**config.mk**
```make
export PLATFORM = sky130hd
export DESIGN_NAME = lmt_stats_collector
export DESIGN_NICKNAME = d
export VERILOG_FILES = /design/src/rtl/lmt_stats_collector.sv
export SDC_FILE = /design/constraint.sdc
export NUM_CORES = 2
export LEC_CHECK = 0
export CORE_UTILIZATION = 52
export CTS_CLUSTER_DIAMETER = 200
export DETAILED_ROUTE_END_ITERATION = 6
export GPL_TIMING_DRIVEN = 0
export PLACE_DENSITY = 0.75
export SKIP_LAST_GASP = 1
export SLEW_MARGIN = 40
export SYNTH_ARGS = -nofsm -noshare
export SYNTH_HDL_FRONTEND = slang
export SYNTH_SLANG_ARGS = --single-unit
```
**constraint.sdc**
```tcl
create_clock -name clk -period 3.9 [get_ports clk]
set_input_delay 0.39 -clock clk [delete_from_list [all_inputs] [get_ports clk]]
set_output_delay 0.39 -clock clk [all_outputs]
set_load 0.01 [all_outputs]
```
**src/rtl/lmt_stats_collector.sv**
```systemverilog
// lmt_stats_collector: saturating per-LMT search/match/miss counters with totals, snapshot bank and CSR read port
module lmt_stats_collector #(
    parameter int NUM_LMTS  = 5,
    parameter int CNT_WIDTH = 32,
    parameter int IDX_WIDTH = 3
) (
    input  logic                 clk,
    input  logic                 rst,
    input  logic                 cfg_count_en,
    input  logic [NUM_LMTS-1:0]  lmt_used,
    input  logic [NUM_LMTS-1:0]  lmt_search_en,
    input  logic [NUM_LMTS-1:0]  lmt_result_valid,
    input  logic [NUM_LMTS-1:0]  lmt_match_found,
    input  logic                 clr_all,
    input  logic                 snap_req,
    input  logic                 rd_req,
    input  logic                 rd_bank,
    input  logic [IDX_WIDTH-1:0] rd_idx,
    input  logic [1:0]           rd_sel,
    input  logic                 rd_clr,
    output logic                 rd_valid,
    output logic [CNT_WIDTH-1:0] rd_data,
    output logic                 rd_err,
    output logic [NUM_LMTS-1:0]  ovf_flags,
    output logic                 snap_valid
);
    localparam int N = NUM_LMTS + 1;
    localparam logic [IDX_WIDTH-1:0] TOT = IDX_WIDTH'(NUM_LMTS);
    localparam logic [CNT_WIDTH-1:0] MAX = '1;

    logic [CNT_WIDTH-1:0] live_q [3][N];
    logic [CNT_WIDTH-1:0] live_d [3][N];
    logic [CNT_WIDTH-1:0] snap_q [3][N];
    logic [CNT_WIDTH-1:0] snap_d [3][N];
    logic [CNT_WIDTH-1:0] incv   [3][N];
    logic                 sat    [3][N];
    logic [NUM_LMTS-1:0]  ev     [3];
    logic [NUM_LMTS-1:0]  q, ovf_q, ovf_d;
    logic [CNT_WIDTH:0]   sum;
    logic                 snap_valid_q, snap_valid_d, rd_valid_q, rd_valid_d, rd_err_q, rd_err_d;
    logic [CNT_WIDTH-1:0] rd_data_q, rd_data_d;
    logic                 idx_ok, clr_cnt;

    always_comb begin
        q = {NUM_LMTS{cfg_count_en}} & lmt_used;
        ev[0] = q & lmt_search_en;
        ev[1] = q & lmt_result_valid & lmt_match_found;
        ev[2] = q & lmt_result_valid & ~lmt_match_found;
        idx_ok = rd_idx <= TOT;
        clr_cnt = rd_req & rd_clr & ~rd_bank & (rd_sel != 2'd3) & idx_ok;
        live_d = live_q;
        ovf_d = ovf_q;
        sum = '0;
        for (int k = 0; k < 3; k++) begin
            for (int i = 0; i < NUM_LMTS; i++) incv[k][i] = CNT_WIDTH'(ev[k][i]);
            incv[k][NUM_LMTS] = CNT_WIDTH'($countones(ev[k]));
        end
        for (int i = 0; i < NUM_LMTS; i++)
            if (rd_req && rd_clr && rd_sel == 2'd3 && rd_idx == IDX_WIDTH'(i)) ovf_d[i] = 1'b0;
        // a clear-on-read hit reloads with this cycle's increment so no event is lost
        for (int k = 0; k < 3; k++) begin
            for (int i = 0; i < N; i++) begin
                sum = {1'b0, live_q[k][i]} + {1'b0, incv[k][i]};
                sat[k][i] = 1'b0;
                if (clr_cnt && rd_sel == 2'(k) && rd_idx == IDX_WIDTH'(i)) begin
                    live_d[k][i] = incv[k][i];
                end else begin
                    live_d[k][i] = sum[CNT_WIDTH] ? MAX : sum[CNT_WIDTH-1:0];
                    sat[k][i] = sum[CNT_WIDTH];
                end
            end
            for (int i = 0; i < NUM_LMTS; i++) ovf_d[i] = ovf_d[i] | sat[k][i];
        end
        if (clr_all) begin
            for (int k = 0; k < 3; k++)
                for (int i = 0; i < N; i++) live_d[k][i] = '0;
            ovf_d = '0;
        end
        snap_d = snap_req ? live_q : snap_q;
        snap_valid_d = ~clr_all & (snap_req | snap_valid_q);
        rd_valid_d = rd_req;
        rd_err_d = rd_req & ~idx_ok;
        rd_data_d = rd_req ? '0 : rd_data_q;
        if (rd_req) begin
            for (int k = 0; k < 3; k++)
                for (int i = 0; i < N; i++)
                    if (rd_sel == 2'(k) && rd_idx == IDX_WIDTH'(i)) rd_data_d = rd_bank ? snap_q[k][i] : live_q[k][i];
            if (rd_sel == 2'd3) begin
                rd_data_d = (rd_idx == TOT) ? CNT_WIDTH'(|ovf_q) : '0;
                for (int i = 0; i < NUM_LMTS; i++)
                    if (rd_idx == IDX_WIDTH'(i)) rd_data_d = CNT_WIDTH'({lmt_used[i], ovf_q[i]});
            end
        end
    end

    always_ff @(posedge clk) begin
        if (rst) begin
            for (int k = 0; k < 3; k++)
                for (int i = 0; i < N; i++) begin
                    live_q[k][i] <= '0;
                    snap_q[k][i] <= '0;
                end
            ovf_q <= '0;
            snap_valid_q <= 1'b0;
            rd_valid_q <= 1'b0;
            rd_err_q <= 1'b0;
            rd_data_q <= '0;
        end else begin
            live_q <= live_d;
            snap_q <= snap_d;
            ovf_q <= ovf_d;
            snap_valid_q <= snap_valid_d;
            rd_valid_q <= rd_valid_d;
            rd_err_q <= rd_err_d;
            rd_data_q <= rd_data_d;
        end
    end

    assign rd_valid = rd_valid_q;
    assign rd_data = rd_data_q;
    assign rd_err = rd_err_q;
    assign ovf_flags = ovf_q;
    assign snap_valid = snap_valid_q;
endmodule

```
==> results.json <==
{
  "nets": 7070,
  "ys_seq_elements": 1192,
  "boundaryPins": 73,
  "syn_inst": 6760,
  "final_cells": 8612,
  "antenna_found_initial": 21,
  "status": "finished, violations left",
  "root_buffer": "clkbuf_16",
  "ys_seq_area_share_pct": 39.6,
  "post-place-ws_ps": -1760,
  "clockBufferDepth": 3,
  "violations": "design-rule violations, negative setup slack",
  "worstSetupStartpointType": "input port",
  "die_height_um": 343,
  "async_reset_ff_share_pct": 0,
  "cts_buffers": 133,
  "rows": 124,
  "drt_iter0_drc": 6302,
  "critPathTopFamily": "buffers and inverters",
  "core-area_um2": 115000,
  "slew_headroom_pct": 31.7,
  "first_pass_iters": 7,
  "grt_max_degree": 17,
  "slowest_delay_ps": 830,
  "wirelength_um": 270000,
  "grt-ovfl-total": 0,
  "max_freq_mhz": 242,
  "syn-cell-area_um2": 60300,
  "h-tree-depth": 4,
  "critPathMostFrequentCell": "buf_2",
  "fin_crit_sh_pct": 106,
  "power_density_nw_per_um2": 399,
  "antenna_left": 0,
  "dp.cells": 8341,
  "start_util_pct": 52.6,
  "grt_usage_pct": 44.8,
  "critPathRequiredTime_ps": 4510,
  "synth-main-ff-cell": "dfxtp_1",
  "drv_slew": 0,
  "rsz0062_at_grt": "yes",
  "crit_slowest_cell": "mux2i_1",
  "cp.buffers_inverters": 4,
  "clk_latency_ps": 780,
  "period_needed_ps": 4130,
  "cp.arrival_ps": 4740,
  "ys_types": 84,
  "max_cap_violations": 0,
  "synth_edf_count": 0,
  "fin_skew_ps": 32.7,
  "grt_pass1_wl_um": 374000,
  "hpwl_um": 212000,
  "viasPerCell": 6.42,
  "avgSynthCellArea_um2": 8.92,
  "holdCritPathClass": "input port to flop",
  "ctsHoldBuffers": 0,
  "worst_slack_ps": -234,
  "place.gp.congestion": 1.11,
  "hold_viol": 0,
  "final_layout_size_suffix_gt1_share_pct": 10.1,
  "power.leakage_nw": 25.7,
  "grt_pass1_vias": 51400,
  "syn_to_final_growth_pct": 13.1,
  "yosysWarnings": 0,
  "port_buffers": 66,
  "clock_sinks": 1192,
  "routedWlPerCell_um": 31.4,
  "cp_max_fo": 10,
  "die_w_um": 343,
  "synth_nets": 6844,
  "clk_pin_slew_ps": 60,
  "worst_pin_slew_ps": 1020,
  "drc": 16,
  "n_fill_cell": 10100,
  "dieArea_um2": 117000,
  "vias": 55300,
  "setup_viol": 6,
  "critPathKind": "input port to flop",
  "cts_tree": "done",
  "cp_cell_sequence": "buf_2, buf_4, buf_2, buf_2, mux2i_1, mux2i_1, a21oi_1, nor2_1, o41ai_2, a211oi_1",
  "ir_drop_uv": 428,
  "cp-end-kind": "flop"
}
## cells in the final DEF, fill, tap and decap left out, types with 138 or more instances in the layout
master     instances
nor2_1           869
nand3_1          225
xor2_1           241
mux2_2           158
mux2i_1          976
clkbuf_1         278
xnor2_1          204
dfxtp_1         1192
a21oi_1          694
nand2_1          282
clkbuf_16        138
o21ai_0          157
## per-stage QoR
step / TNS [ps] / hold slack (ps) / power [mW] / util, % / instance area (um^2)
2_1_floorplan: -54.8 / 454 / 13.5 / - / 60300
3_3_place_gp: -488790 / 443 / 14.4 / 54.8 / 62900
3_5_place_dp: -266900 / 451 / 14.4 / 55.2 / 63300
4_1_cts: -51.6 / 48.6 / 27.1 / 59.3 / 68000
5_1_grt: -412 / 104 / 27.7 / 59.4 / 68200
6_report: -468 / 82.3 / 27.2 / 59.5 / 68200
## cell type report
cell class	instances	area (um^2)	share of cell area, %
sequential	1192	23900	35.0
inverter	89	334	0.490
buffer	474	2110	3.10
clock buffer	198	3940	5.78
timing repair buffer	93	940	1.38
clock inverter	41	508	0.745
antenna	10	25.0	0.0367
tap	1512	1890	2.77
multi-input combinational	5003	34600	50.7
## where the power goes
| part | leakage [nW] | internal [mW] | switching, mW | total (mW) |
|---|---|---|---|---|
| Combinational | 13.9 | 0.556 | 1.48 | 2.03 |
| Sequential | 9.60 | 12.2 | 0.0257 | 12.2 |
| Clock | 2.17 | 7.40 | 5.55 | 12.9 |
## worst min-delay path: stages
cell and delay (ps):
clkbuf_2 170, nand3_1 140, a211oi_1 80
## what timing repair did
item / 4_1_cts / 5_1_grt
buffers inserted: 12 / 8
setup endpoints to repair: 99 / 87
resized for setup: 28 / 18
pin swaps: 7 / 6
gates cloned: 0 / 1
## synthesized netlist by cell type (15+ instances only)
master     count  area, um^2
nand2_1      282        1060
nand2b_1      22         138
o41ai_1       15         131
o21ai_0      163         816
o32ai_1       20         175
a311oi_1      20         175
a211oi_1      78         586
mux2i_1      980        9810
nor2_1       882        3310
a31oi_1       48         300
or3_1         15        93.8
o221ai_1      18         158
and4_1        77         674
a22oi_1       22         165
nand3_1      229        1150
a21oi_1      694        3470
buf_1         71         267
and2_1        28         175
xor2_1       241        2110
dfxtp_1     1192       23900
ha_1          42         526
o22ai_1       70         438
nor3_1       104         521
nand4_1      108         676
nor4_1        26         163
clkbuf_1     279        1050
buf_2         92         460
inv_1         89         334
a2111oi_0     21         184
nor2b_1       67         419
and3_1       128         801
buf_4         27         203
or2_2         20         125
xnor2_1      204        1790
o2111ai_1     15         131
mux2_2       158        1780
o211ai_1      29         218
## sequential cells by signal, indices dropped and copies added, names as in the netlist, named ones only
register	count
snap_valid	1
snap_q	576
rd_valid	1
live_q	576
rd_err	1
ovf_flags	5
## cell families (layout without fill, tap and decap cells)
family	after synthesis	in the layout	synth area share, %
AOI/OAI and AO/OA	1309	1309	12.8
xor gates and xnor gates	445	445	6.46
adders and majority gates	51	51	1.17
buffers and inverters	565	895	3.95
DFF	1192	1192	39.6
muxes	1150	1150	19.7
other	0	10	0
and+or+nand+nor	2048	2048	16.3
## routing by layer
metal  routed length, um  vias up  GRT usage, %
li1                    -    24600             -
met1              109000    27200          57.7
met2              115000     2781          67.0
met3               24200      716          8.88
met4               22100        8          32.0
met5                  55        -             0
## path summary, 6_finish.rpt
check,to,startpoint,slack [ps],depth (start not counted)
worst max-delay path,flop,rd_bank,-230,10
worst min-delay path,live_q[512],cfg_count_en,80,3
worst max register to register,ovf_flags[0],live_q[160],390,10
worst min register to register,snap_valid,snap_valid,460,2
(Power assumes the default switching activity.)
